[config.mk]
export PLATFORM = sky130hd
export DESIGN_NAME = cpu_bus_master
export DESIGN_NICKNAME = d
export VERILOG_FILES = /design/src/rtl/cpu_bus_pkg.sv /design/src/rtl/cpu_bus_master_timeout.sv /design/src/rtl/cpu_bus_master.sv
export SDC_FILE = /design/constraint.sdc
export NUM_CORES = 1
export LEC_CHECK = 0
export CAP_MARGIN = 15
export CELL_PAD_IN_SITES_DETAIL_PLACEMENT = 2
export CELL_PAD_IN_SITES_GLOBAL_PLACEMENT = 2
export CORE_MARGIN = 4
export CORE_UTILIZATION = 30
export CTS_CLUSTER_DIAMETER = 50
export DETAILED_ROUTE_END_ITERATION = 12
export DONT_BUFFER_PORTS = 1
export GPL_TIMING_DRIVEN = 0
export PLACE_DENSITY = 0.75
export RECOVER_POWER = 50
export SYNTH_ARGS = -nofsm -noshare
export SYNTH_HDL_FRONTEND = slang
export SYNTH_SLANG_ARGS = --single-unit
[constraint.sdc]
create_clock -name clk -period 2.3 [get_ports clk]
set_clock_uncertainty 0.05 [all_clocks]
set_input_delay 0.575 -clock clk [delete_from_list [all_inputs] [get_ports clk]]
set_output_delay 0.575 -clock clk [all_outputs]
set_load 0.05 [all_outputs]
[src/rtl/cpu_bus_pkg.sv]
// Shared definitions for the 68000-style bus-cycle generator: phase
// encoding, strobe levels and the default DTACK timeout.
package cpu_bus_pkg;

    typedef enum logic [2:0] {
        IDLE    = 3'd0,
        ADDR    = 3'd1,
        STROBE  = 3'd2,
        DSW     = 3'd3,
        WAIT    = 3'd4,
        SAMPLE  = 3'd5,
        RELEASE = 3'd6
    } bus_state_e;

    // Strobes on the 68000 bus are active-low.
    localparam logic STROBE_ON  = 1'b0;
    localparam logic STROBE_OFF = 1'b1;

    localparam int DEFAULT_TIMEOUT = 64;

    // Map byte enables {upper, lower} onto the {UDS, LDS} pin levels.
    function automatic logic [1:0] be_to_ds(input logic [1:0] be);
        return {(be[1] ? STROBE_ON : STROBE_OFF), (be[0] ? STROBE_ON : STROBE_OFF)};
    endfunction

endpackage

[src/rtl/cpu_bus_master_timeout.sv]
// DTACK wait counter: counts clock-enable ticks while enabled and flags
// when the final allowed tick has been reached.
module bus_timeout_ctr #(
    parameter int TIMEOUT = 64
) (
    input  logic clk,
    input  logic i_clr,
    input  logic i_en,
    output logic o_expired
);

    localparam int CW = $clog2(TIMEOUT);

    logic [CW-1:0] r_count;

    // Count enabled ticks, saturating at the expiry value; clear wins.
    always_ff @(posedge clk) begin
        if (i_clr) begin
            r_count <= '0;
        end else if (i_en && !o_expired) begin
            r_count <= r_count + {{(CW-1){1'b0}}, 1'b1};
        end
    end

    assign o_expired = (r_count == CW'(TIMEOUT - 1));

endmodule

[src/rtl/cpu_bus_master.sv]
// Turns single word-transfer commands into 68000 asynchronous bus cycles,
// stepping one bus phase per 7 MHz clock-enable tick.
module cpu_bus_master
    import cpu_bus_pkg::*;
#(
    parameter int TIMEOUT = DEFAULT_TIMEOUT,
    parameter int ADDR_W  = 24
) (
    input  logic              clk,
    input  logic              rst_ext,
    input  logic              clk7_en,
    input  logic              cpu_reset_n,
    input  logic              cmd_valid,
    output logic              cmd_ready,
    input  logic              cmd_write,
    input  logic [ADDR_W-1:0] cmd_addr,
    input  logic [1:0]        cmd_be,
    input  logic [15:0]       cmd_wdata,
    output logic              rsp_valid,
    output logic [15:0]       rsp_rdata,
    output logic              rsp_err,
    output logic [ADDR_W-1:0] cpu_address,
    output logic [15:0]       cpu_data_out,
    input  logic [15:0]       cpu_data_in,
    output logic              cpu_as,
    output logic              cpu_uds,
    output logic              cpu_lds,
    output logic              cpu_r_w,
    input  logic              cpu_dtack
);

    bus_state_e        r_state;
    logic              r_write;
    logic [ADDR_W-1:1] r_addr;
    logic [1:0]        r_be;
    logic [15:0]       r_wdata;
    logic              r_err;

    logic w_accept;
    logic w_ctr_clr;
    logic w_ctr_en;
    logic w_expired;
    logic w_unused_addr_lsb;

    // Word bus: the byte address LSB is carried by UDS/LDS instead.
    assign w_unused_addr_lsb = cmd_addr[0];

    assign cmd_ready = (r_state == IDLE) & cpu_reset_n & ~rst_ext;
    assign w_accept  = cmd_valid & cmd_ready;

    // The wait counter only runs while DTACK is outstanding in WAIT.
    assign w_ctr_clr = rst_ext | (r_state != WAIT);
    assign w_ctr_en  = clk7_en & (r_state == WAIT) & cpu_dtack;

    bus_timeout_ctr #(
        .TIMEOUT (TIMEOUT)
    ) u_timeout (
        .clk       (clk),
        .i_clr     (w_ctr_clr),
        .i_en      (w_ctr_en),
        .o_expired (w_expired)
    );

    // Bus-cycle sequencer: accept, phase stepping, abort and response.
    always_ff @(posedge clk) begin
        if (rst_ext) begin
            r_state      <= IDLE;
            r_write      <= 1'b0;
            r_addr       <= '0;
            r_be         <= 2'b00;
            r_wdata      <= 16'h0000;
            r_err        <= 1'b0;
            cpu_as       <= STROBE_OFF;
            cpu_uds      <= STROBE_OFF;
            cpu_lds      <= STROBE_OFF;
            cpu_r_w      <= 1'b1;
            cpu_address  <= '0;
            cpu_data_out <= 16'h0000;
            rsp_valid    <= 1'b0;
            rsp_rdata    <= 16'h0000;
            rsp_err      <= 1'b0;
        end else begin
            rsp_valid <= 1'b0;
            rsp_err   <= 1'b0;
            if ((r_state != IDLE) && !cpu_reset_n) begin
                // Chipset reset aborts the cycle immediately, not on a tick.
                r_state      <= IDLE;
                cpu_as       <= STROBE_OFF;
                cpu_uds      <= STROBE_OFF;
                cpu_lds      <= STROBE_OFF;
                cpu_r_w      <= 1'b1;
                cpu_data_out <= 16'h0000;
                rsp_valid    <= 1'b1;
                rsp_err      <= 1'b1;
                rsp_rdata    <= 16'h0000;
            end else begin
                case (r_state)
                    IDLE: begin
                        if (w_accept) begin
                            r_write   <= cmd_write;
                            r_addr    <= cmd_addr[ADDR_W-1:1];
                            r_be      <= cmd_be;
                            r_wdata   <= cmd_wdata;
                            r_err     <= 1'b0;
                            rsp_rdata <= 16'h0000;
                            if (cmd_be == 2'b00) begin
                                rsp_valid <= 1'b1;
                                rsp_err   <= 1'b1;
                            end else begin
                                r_state <= ADDR;
                            end
                        end
                    end
                    ADDR: begin
                        if (clk7_en) begin
                            cpu_address  <= {r_addr, 1'b0};
                            cpu_r_w      <= ~r_write;
                            cpu_data_out <= r_write ? r_wdata : 16'h0000;
                            r_state      <= STROBE;
                        end
                    end
                    STROBE: begin
                        if (clk7_en) begin
                            cpu_as <= STROBE_ON;
                            if (r_write) begin
                                r_state <= DSW;
                            end else begin
                                {cpu_uds, cpu_lds} <= be_to_ds(r_be);
                                r_state            <= WAIT;
                            end
                        end
                    end
                    DSW: begin
                        if (clk7_en) begin
                            {cpu_uds, cpu_lds} <= be_to_ds(r_be);
                            r_state            <= WAIT;
                        end
                    end
                    WAIT: begin
                        if (clk7_en) begin
                            if (!cpu_dtack) begin
                                r_state <= SAMPLE;
                            end else if (w_expired) begin
                                r_err     <= 1'b1;
                                rsp_rdata <= 16'h0000;
                                r_state   <= RELEASE;
                            end
                        end
                    end
                    SAMPLE: begin
                        if (clk7_en) begin
                            if (!r_write) begin
                                rsp_rdata <= cpu_data_in;
                            end
                            r_state <= RELEASE;
                        end
                    end
                    RELEASE: begin
                        if (clk7_en) begin
                            cpu_as       <= STROBE_OFF;
                            cpu_uds      <= STROBE_OFF;
                            cpu_lds      <= STROBE_OFF;
                            cpu_r_w      <= 1'b1;
                            cpu_data_out <= 16'h0000;
                            rsp_valid    <= 1'b1;
                            rsp_err      <= r_err;
                            r_state      <= IDLE;
                        end
                    end
                    default: begin
                        r_state <= IDLE;
                    end
                endcase
            end
        end
    end

endmodule

==> impl_results.md, run 1 <==
* Vias in the first global route at 4221
* Area growth from synthesis to layout at 18.5%
* Filler cells at 1610
* WL final at 13800 um
* Number of primary I/O pins at 128
* Grt ovf at 0
* Number of distinct library cells after synthesis at 43
* Met3 routed WL at 1080 um
* # setup viols final at 0
* Pin count of the biggest net entering global routing at 17
* CP Cell Sequence: buf_2, nor3b_2, and2_4
* Most common cell after layout, fill and taps aside: nand2_1
* Ys async rst share at 0
* Core area at 14500 sq um
* Initial antenna violation count at 0
* Syn_area_per_cell at 8.37 sq um
* Met2 routed WL at 6680 um
* Ys flop type: dfxtp_1
* Fin cells at 742
* H-tree Lvls at 4
* Post-route cell area at 5230 sq um
* Critical Path Max Stage Delay at 0.33 ns
* Worst-path clk slew at 0.06 ns
* ANT cells at 0
* Initial Utilization at 0.305
* Synth warnings at 0
* Slew @ Worst Pin at 0.708 ns
* Die Area at 16700 sq um
* Iter 0 DRT Violations at 206
* Max-cap viol count at 0
* Leak pwr at 0.00189 uW
* EDFF count, synth at 0
* Num CTS Buffers at 17
* Hold buffers post-CTS at 0
* Die X-Extent at 129 um
* Critical Path AT at 1.48 ns
* Layout net count at 612
* Drt drc at 0
* #FFs+latches synth at 113
* CP Data Required Time at 1.67 ns
* Class of the worst hold path: in -> reg
* Post-synthesis sequential area ratio at 0.513
* Run status: finished clean
* Crit end category: primary output
* Num rows at 44
* Total GRT Usage at 0.172
* FF+latch area at 2260 sq um
* Hold EP: r_addr[18]
* PortBufs at 0
* Die Ht at 129 um
* Root Buffer: clkbuf_16
* Worst R2R Setup Slack at 0.26 ns
* Crit. Startpoint: r_state[1]
* DR top layer: met4
* WL met1 at 5800 um
* Worst R2R Start: r_state[0]
* Cell family with most CP delay: simple AND/OR/NAND/NOR gates
* Area post-placement at 4640 sq um
* RSZ-0062 raised after global routing: no
* Clock sinks at 113
* Final setup TNS at 0 ns
* Hold path start: cmd_addr[18]
* DP HPWL at 10100 um
* Relative slew slack at 0.528
* Buf+Inv Stages, Crit Path at 1
* Maximum vdd drop at 0.585 mV
* Post-Synthesis Cells at 527
* Critical setup path kind: reg -> out
* Layout cell share with drive strength beyond 1 at 0.0986
* Area of the mapped netlist at 4410 sq um
* Final Hold Viols at 0
* Net Count, Synth at 593
* Slowest-stage cell, CP: dfxtp_1
* Type of origin of the critical path: flop
* Max-slew violation count at 0
* Multi-input logic area at 1930 sq um
* Router iterations before antenna repair at 4
* Total via count in the routed design at 3740
* Post-DR vias/cell at 5.04
* Power per standard cell area at 1020 nW/um^2
* Placed cell count at 711
* First-pass GRT wire length at 22300 um
* Critical R2R Capture: cpu_data_out[6]
* CTS tree: yes
* Final ANT Viol Nets at 0
* Critical path fanouts, max at 10
* Worst skew pair latency at 0.41 ns
* Worst-case reg-to-reg path depth at 5
* Hold depth at 2
* Clk buf depth at 2
* Tcrit/Tclk final at 0.916
* Tmin final at 2.11 ns
* Fmax achieved at 475 MHz
* Most frequent cells in the layout: nand2_1 (171), dfxtp_1 (113), a21oi_1 (75)
* Wire per inst at 18.6 um
* Routability Congestion at 0.799
power breakdown:
group | switching [uW] | internal (uW) | leakage, uW
Combinational | 370 | 194 | 0.000693
Clock | 956 | 1720 | 0.000284
Sequential | 89.9 | 2020 | 0.000913
Total | 1420 | 3940 | 0.00189
cells in the mapped netlist, types with 3 or more instances:
cell type  instances  area share
nand2_1          171        0.15
dfxtp_1          113        0.51
a21oi_1           75       0.085
mux2i_1           34       0.077
nor2_1            27       0.023
clkbuf_1          19       0.016
buf_2             12       0.014
o21ai_0           10       0.011
nand3_1            6      0.0068
nor3_1             6      0.0068
buf_4              5      0.0085
and3_1             4      0.0057
inv_1              3      0.0026
nor2b_1            3      0.0043
nor3b_1            3      0.0051
timing repair:
| item | 4_1_cts | 5_1_grt |
|---|---|---|
| setup endpoints to repair | 1 | 1 |
| endpoints found under the hold margin | 0 | 0 |
| resized for setup | 1 | 2 |
| buffers inserted | 0 | 0 |
cell type report:
cell class,instances,area share
Buffer,38,0.0366
Clock buffer,18,0.0840
Clock inverter,13,0.0309
Inverter,3,0.00215
Multi-Input combinational cell,373,0.369
Sequential cell,113,0.433
Tap cell,184,0.0441
how the worst max path moves through the flow:
stage | endpoint | slack (ns) | cells past startpoint
2_1_floorplan | cmd_ready | 0.25 | 3
3_3_place_gp | cmd_ready | 0.1 | 3
3_5_place_dp | cpu_data_out[6] | 0.08 | 6
4_1_cts | cmd_ready | 0.004 | 3
5_1_grt | cpu_data_out[0] | 0.04 | 7
6_report | cmd_ready | 0.19 | 3
worst reg2reg max path, delay by kind of cell, from the launching register on:
family                 cells  cell delay, ns
AOI/OAI and AO/OA          1            0.57
buffers and inverters      2            0.49
DFF                        1            0.34
and+or+nand+nor            2            0.52
flip-flops by register name, indices dropped and copies added, names as in the netlist, 2 cells and up:
register and cells:
cpu_address 23, cpu_data_out 16, r_addr 23, r_be 2
r_state 3, r_wdata 16, rsp_rdata 16, u_timeout.r_count 6
metrics by stage:
step           power [uW]   util  worst slack, ns  hold WS (ns)
3_5_place_dp         2720  0.320           0.0786         0.401
2_1_floorplan        2560      -            0.254         0.382
5_1_grt              5590  0.361           0.0388         0.231
3_3_place_gp         2690  0.320           0.0998         0.388
6_report             5350  0.361            0.193         0.244
4_1_cts              5420  0.362          0.00447         0.225
cell families after synthesis:
| kind of cell | share of synthesized area |
|---|---|
| flops | 0.513 |
| fa+ha+maj | 0.00284 |
| simple gates | 0.232 |
| other cells | 0.000850 |
| compound gates | 0.125 |
| buf+inv | 0.0468 |
| xor+xnor | 0.00199 |
| mux | 0.0772 |
layer usage:
| layer | global-route usage | up-vias |
|---|---|---|
| li1 | - | 1793 |
| met1 | 0.196 | 1820 |
| met2 | 0.289 | 108 |
| met3 | 0.0680 | 19 |
| met4 | 0.0655 | 0 |
| met5 | 0 | - |
(Power assumes the default switching activity.)
==> run 2: changes to the inputs <==
- CAP_MARGIN: 15 -> 5
- CORE_MARGIN: 4 -> 5
- PLACE_DENSITY: 0.75 -> unset
- PLACE_DENSITY_LB_ADDON: unset -> 0.12
==> impl_results.md, run 2 (synthesis results as in run 1) <==
* Hold buffers post-CTS at 0 (unchanged)
* Fmax achieved at 463 MHz (was 475 MHz)
* Clk buf depth at 2 (unchanged)
* WL final at 13700 um (was 13800 um)
* Num rows at 44 (unchanged)
* Final ANT Viol Nets at 0 (unchanged)
* Slew @ Worst Pin at 0.577 ns (was 0.708 ns)
* Filler cells at 1632 (was 1610)
* CTS tree: yes (unchanged)
* Grt ovf at 0 (unchanged)
* Power per standard cell area at 1050 nW/um^2 (was 1020 nW/um^2)
* Top Registers: cpu_address (23), r_addr (23) (unchanged)
* Clk pwr share at 0.520 (was 0.500)
* Worst hold slack at 0.243 ns (was 0.244 ns)
* FF+latch area at 2260 sq um (unchanged)
* Postcts setup bufs at 0 (unchanged)
* Clock sinks at 113 (unchanged)
* Vias in the first global route at 4125 (was 4221)
* Most frequent cells in the layout: nand2_1 (171), dfxtp_1 (113), a21oi_1 (75) (unchanged)
* Maximum vdd drop at 0.476 mV (was 0.585 mV)
* CP Data Required Time at 1.67 ns (about the same)
* Net Sw Frac at 0.247 (was 0.265)
* Tcrit/Tclk final at 0.938 (was 0.916)
* Drt drc at 0 (unchanged)
* Num CTS Buffers at 17 (unchanged)
* Worst skew pair latency at 0.41 ns (about the same)
* Tmin final at 2.16 ns (was 2.11 ns)
* Post-DR vias/cell at 4.93 (was 5.04)
* Critical path fanouts, max at 10 (unchanged)
* Sequential share of power at 0.380 (was 0.394)
* Number of primary I/O pins at 128 (unchanged)
* H-tree Lvls at 4 (unchanged)
* Wire per inst at 18.4 um (was 18.6 um)
* Die X-Extent at 131 um (was 129 um)
* Crit end category: primary output (unchanged)
* Die Area at 17200 sq um (was 16700 sq um)
* Worst-path clk slew at 0.05 ns (was 0.06 ns)
* Critical Path AT at 1.53 ns (was 1.48 ns)
* Slowest-stage cell, CP: dfxtp_1 (unchanged)
* Total via count in the routed design at 3661 (was 3740)
* Leak pwr at 0.00193 uW (was 0.00189 uW)
* First-pass GRT wire length at 22400 um (was 22300 um)
* Multi-input logic area at 1940 sq um (was 1930 sq um)
* CP Cell Sequence: buf_2, nor3b_2, and2_4 (unchanged)
* Final Hold Viols at 0 (unchanged)
* ANT cells at 0 (unchanged)
* Die Ht at 131 um (was 129 um)
* Net Sw Power at 1370 uW (was 1420 uW)
* Area growth from synthesis to layout at 19.7% (was 18.5%)
* DP HPWL at 9800 um (was 10100 um)
* Total GRT Usage at 0.163 (was 0.172)
* Type of origin of the critical path: flop (unchanged)
* Core area at 14500 sq um (unchanged)
* Logic pwr share at 0.100 (was 0.105)
* Routability Congestion at 0.720 (was 0.799)
* Relative slew slack at 0.615 (was 0.528)
* Router iterations before antenna repair at 4 (unchanged)
* RSZ-0062 raised after global routing: no (unchanged)
* Layout net count at 612 (unchanged)
* PortBufs at 0 (unchanged)
* Most common cell after layout, fill and taps aside: nand2_1 (unchanged)
* Iter 0 DRT Violations at 132 (was 206)
* Layout cell share with drive strength beyond 1 at 0.0986 (unchanged)
* Max-cap viol count at 0 (unchanged)
* Run status: finished clean (unchanged)
* Initial Utilization at 0.305 (unchanged)
* # setup viols final at 0 (unchanged)
* Root Buffer: clkbuf_16 (unchanged)
* Critical Path Max Stage Delay at 0.33 ns (about the same)
* Final setup TNS at 0 ns (unchanged)
* Pint at 4180 uW (was 3940 uW)
* Max-slew violation count at 0 (unchanged)
* Critical setup path kind: reg -> out (unchanged)
* Initial antenna violation count at 0 (unchanged)
* Class of the worst hold path: in -> reg (unchanged)
* Pin count of the biggest net entering global routing at 17 (unchanged)
run 2: changes by cell type in the layout (fill, tap and decap cells not counted), moves of 2 or more:
cell	before	now
clkinvlp_4	4	1
bufinv_16	3	5
clkinv_4	2	0
buf_2	8	10
run 2: metrics by stage:
stage	worst slack (ns)	instance area, sq um	utilization	power [uW]	cells
2_1_floorplan	0.254	4410	-	2560	527
3_3_place_gp	0.0741	4640	0.320	2700	711
3_5_place_dp	0.0484	4640	0.320	2720	711
4_1_cts	0.0882	5290	0.365	5650	742
5_1_grt	0.0390	5280	0.364	5800	742
6_report	0.142	5280	0.364	5560	742
run 2: layer usage:
metal | wire length (um) | global-route usage | up-vias
met5 | 0 | 0 | -
met4 | 155 | 0.0537 | 0
met3 | 1100 | 0.0780 | 11
met2 | 6540 | 0.265 | 98
met1 | 5870 | 0.191 | 1764
li1 | - | - | 1788
run 2: worst max-delay path, delay by kind of cell (launching register included):
family,cells,cell delay (ns)
and+or+nand+nor,2,0.58
buffers and inverters,1,0.21
DFF,1,0.33
run 2: worst paths after layout:
kind	from	endpoint	slack, ns	cells after the start
worst max register to register	r_state[1]	r_addr[22]	0.23	7
worst min register to register	r_addr[4]	cpu_address[4]	0.40	2
worst min-delay path	cmd_addr[10]	r_addr[10]	0.24	2
worst max-delay path	r_state[1]	cmd_ready	0.14	3
run 2: cell type report:
type / count / share of cell area
clock inverter: 10 / 0.0344
sequential: 113 / 0.429
inverter: 3 / 0.00213
tap: 184 / 0.0436
buffer: 38 / 0.0368
multi-input combinational: 373 / 0.367
clock buffer: 21 / 0.0873
run 2: timing repair:
item | 4_1_cts | 5_1_grt
resized for setup | 3 | 0
endpoints found under the hold margin | 0 | 0
endpoints found under the setup margin | 1 | 0
run 2: power groups by stage:
stage | combinational [uW] | sequential [uW] | clock [uW]
floorplan | 426 | 2140 | 0
global route | 630 | 2120 | 3060
global placement | 554 | 2150 | 0
finish | 555 | 2110 | 2890
detailed placement | 566 | 2150 | 0
CTS | 575 | 2110 | 2960
==> run 3: changes to the inputs <==
- ABC_AREA: unset -> 1
- CORE_UTILIZATION: 30 -> 35
- CTS_BUF_LIST: unset -> sky130_fd_sc_hd__clkbuf_16
==> impl_results.md, run 3 <==
* Run status: finished clean (unchanged)
* Tcrit/Tclk final at 0.934 (was 0.938)
* Crit end category: primary output (unchanged)
* Hold depth at 2 (unchanged)
* Most frequent cells in the layout: nand2_1 (116), dfxtp_1 (113), a21oi_1 (88) (was nand2_1 (171), dfxtp_1 (113), a21oi_1 (75))
* Max-slew violation count at 0 (unchanged)
* Cell family with most CP delay: simple AND/OR/NAND/NOR gates (unchanged)
* DP HPWL at 10800 um (was 9800 um)
* Worst-path clk slew at 0.05 ns (about the same)
* Initial antenna violation count at 0 (unchanged)
* Met2 routed WL at 7590 um (was 6540 um)
* Synth area leaders: dfxtp_1 (49%), a21oi_1 (9.5%), nand2_1 (9.3%) (was dfxtp_1 (51%), nand2_1 (15%), a21oi_1 (8.5%))
* Net Sw Power at 2910 uW (was 1370 uW)
* Type of origin of the critical path: flop (unchanged)
* ANT cells at 0 (unchanged)
* Slew @ Worst Pin at 0.735 ns (was 0.577 ns)
* Most common library cells after synthesis: nand2_1 (115), dfxtp_1 (113), a21oi_1 (88) (was nand2_1 (171), dfxtp_1 (113), a21oi_1 (75))
* Fin cells at 811 (was 742)
* Class of the worst hold path: in -> reg (unchanged)
* Worst R2R Start: r_state[1] (unchanged)
* Routability Congestion at 0.758 (was 0.720)
* Post-synthesis sequential area ratio at 0.486 (was 0.513)
* Number of primary I/O pins at 128 (unchanged)
* Pint at 4270 uW (was 4180 uW)
* Worst-case reg-to-reg path depth at 9 (was 7)
* H-tree Lvls at 4 (unchanged)
* First-pass GRT wire length at 23500 um (was 22400 um)
* DR top layer: met4 (unchanged)
* Syn_area_per_cell at 7.70 sq um (was 8.37 sq um)
* Router iterations before antenna repair at 5 (was 4)
* # setup viols final at 0 (unchanged)
* Vias in the first global route at 4464 (was 4125)
* Core area at 13100 sq um (was 14500 sq um)
* WL met1 at 6050 um (was 5870 um)
* Area of the mapped netlist at 4650 sq um (was 4410 sq um)
* Layout cell share with drive strength beyond 1 at 0.112 (was 0.0986)
* Die Ht at 125 um (was 131 um)
* Hold buffers post-CTS at 0 (unchanged)
* WL final at 14900 um (was 13700 um)
* Leak pwr at 0.00214 uW (was 0.00193 uW)
* Slowest-stage cell, CP: dfxtp_1 (unchanged)
* Area post-placement at 4870 sq um (was 4640 sq um)
* Relative slew slack at 0.510 (was 0.615)
* Post-Synthesis Cells at 604 (was 527)
* Num CTS Buffers at 17 (unchanged)
* Worst skew pair latency at 0.41 ns (about the same)
* Hold path start: cmd_wdata[11] (was cmd_addr[10])
* Num rows at 42 (was 44)
* Worst hold slack at 0.251 ns (was 0.243 ns)
* Net Sw Frac at 0.405 (was 0.247)
* Grt ovf at 0 (unchanged)
* Buf+Inv Stages, Crit Path at 0 (was 1)
* Post-route cell area at 5360 sq um (was 5280 sq um)
* Critical R2R Capture: cpu_data_out[9] (was r_addr[22])
* Ys flop type: dfxtp_1 (unchanged)
* Ys async rst share at 0 (unchanged)
* Initial Utilization at 0.354 (was 0.305)
* Top Registers: cpu_address (23), r_addr (23) (unchanged)
* CP Data Required Time at 1.67 ns (about the same)
* Die X-Extent at 125 um (was 131 um)
* Final core utilization at 0.408 (was 0.364)
* Wire per inst at 18.3 um (was 18.4 um)
* Iter 0 DRT Violations at 117 (was 132)
* Die Area at 15700 sq um (was 17200 sq um)
* Maximum vdd drop at 0.467 mV (was 0.476 mV)
* Post-DR vias/cell at 5.02 (was 4.93)
* Total via count in the routed design at 4071 (was 3661)
* Met3 routed WL at 886 um (was 1100 um)
* CP Cell Sequence: nor2_2, nand2_1, nor2_4 (was buf_2, nor3b_2, and2_4)
* Sequential share of power at 0.425 (was 0.380)
* Number of distinct library cells after synthesis at 32 (was 43)
* Yosys top cell area share at 0.486 (was 0.513)
* Critical path fanouts, max at 6 (was 10)
* Total GRT Usage at 0.190 (was 0.163)
* Root Buffer: clkbuf_16 (unchanged)
* Pin count of the biggest net entering global routing at 17 (unchanged)
* PnR worst setup slack at 0.151 ns (was 0.142 ns)
* Area growth from synthesis to layout at 15.2% (was 19.7%)
* Clk pwr share at 0.319 (was 0.520)
* RSZ-0062 raised after global routing: no (unchanged)
* EDFF count, synth at 0 (unchanged)
* Layout net count at 689 (was 612)
* Cell taking the most area after synthesis: dfxtp_1 (unchanged)
* PortBufs at 0 (unchanged)
* Count leader, synth: nand2_1 (unchanged)
* Critical Path AT at 1.52 ns (was 1.53 ns)
* Logic pwr share at 0.256 (was 0.100)
* Max-cap viol count at 0 (unchanged)
* Power per standard cell area at 1340 nW/um^2 (was 1050 nW/um^2)
* Pre-CTS setup slack at -0.127 ns (was 0.0484 ns)
* Most common cell after layout, fill and taps aside: nand2_1 (unchanged)
* Fmax achieved at 465 MHz (was 463 MHz)
* Clk buf depth at 2 (unchanged)
* CTS tree: yes (unchanged)
* Worst path depth at 3 (unchanged)
* Critical Path Max Stage Delay at 0.39 ns (was 0.33 ns)
* Final Hold Viols at 0 (unchanged)
* Synth warnings at 0 (unchanged)
* Placed cell count at 780 (was 711)
* Net Count, Synth at 670 (was 593)
* Critical setup path kind: reg -> out (unchanged)
* Final ANT Viol Nets at 0 (unchanged)
* Tmin final at 2.15 ns (was 2.16 ns)
* Hold EP: r_wdata[11] (was r_addr[10])
* #FFs+latches synth at 113 (unchanged)
* Drt drc at 0 (unchanged)
* Clock sinks at 113 (unchanged)
* Worst R2R Setup Slack at 0.21 ns (was 0.23 ns)
-- run 3: cell families after synthesis --
logic type               Yosys count  share of synthesized area
AO/OA/AOI/OAI                    149                      0.166
other                              1                   0.000806
adder cells (fa/ha/maj)            1                    0.00269
buffers and inverters             88                     0.0938
flip-flops                       113                      0.486
AND/OR/NAND/NOR                  250                      0.246
XOR/XNOR                           2                    0.00377
-- run 3: what timing repair did --
| action | CTS | global route |
|---|---|---|
| setup buffers | 0 | 0 |
| resized for setup | 1 | 0 |
| endpoints found under the setup margin | 2 | 0 |
-- run 3: final cells by class --
type,count,area (sq um)
Clock buffer,17,425
Inverter,55,210
Fill cell,1551,7780
Buffer,33,218
Sequential cell,113,2260
Multi-Input combinational cell,403,1940
Tap cell,176,220
Clock inverter,14,87.6
-- run 3: worst max-delay path by stage --
stage	to	slack [ns]	startpoint
2_1_floorplan	r_wdata[10]	0.22	rst_ext
4_1_cts	cmd_ready	0.11	r_state[0]
3_3_place_gp	r_addr[23]	-0.05	rst_ext
5_1_grt	cpu_address[22]	0.02	r_state[1]
6_report	cmd_ready	0.15	r_state[1]
3_5_place_dp	r_wdata[15]	-0.13	rst_ext
-- run 3: metal layers --
| metal | track usage | vias up |
|---|---|---|
| li1 | - | 1993 |
| met1 | 0.215 | 1970 |
| met2 | 0.330 | 87 |
| met3 | 0.0631 | 21 |
| met4 | 0.0778 | 0 |
| met5 | 0 | - |
-- run 3: per-stage QoR --
stage / TNS, ns / power (uW)
5_1_grt: 0 / 7630
2_1_floorplan: 0 / 4480
4_1_cts: 0 / 7320
3_5_place_dp: -2.46 / 4980
6_report: 0 / 7180
3_3_place_gp: -0.669 / 4880
-- run 3: power by group through the flow --
| stage | sequential (uW) | combinational [uW] | clock [uW] |
|---|---|---|---|
| after global placement | 3090 | 1790 | 0 |
| after detailed placement | 3100 | 1880 | 0 |
| after floorplan | 3030 | 1450 | 0 |
| final | 3050 | 1840 | 2290 |
| after CTS | 3070 | 1910 | 2350 |
| after global routing | 3090 | 2100 | 2450 |
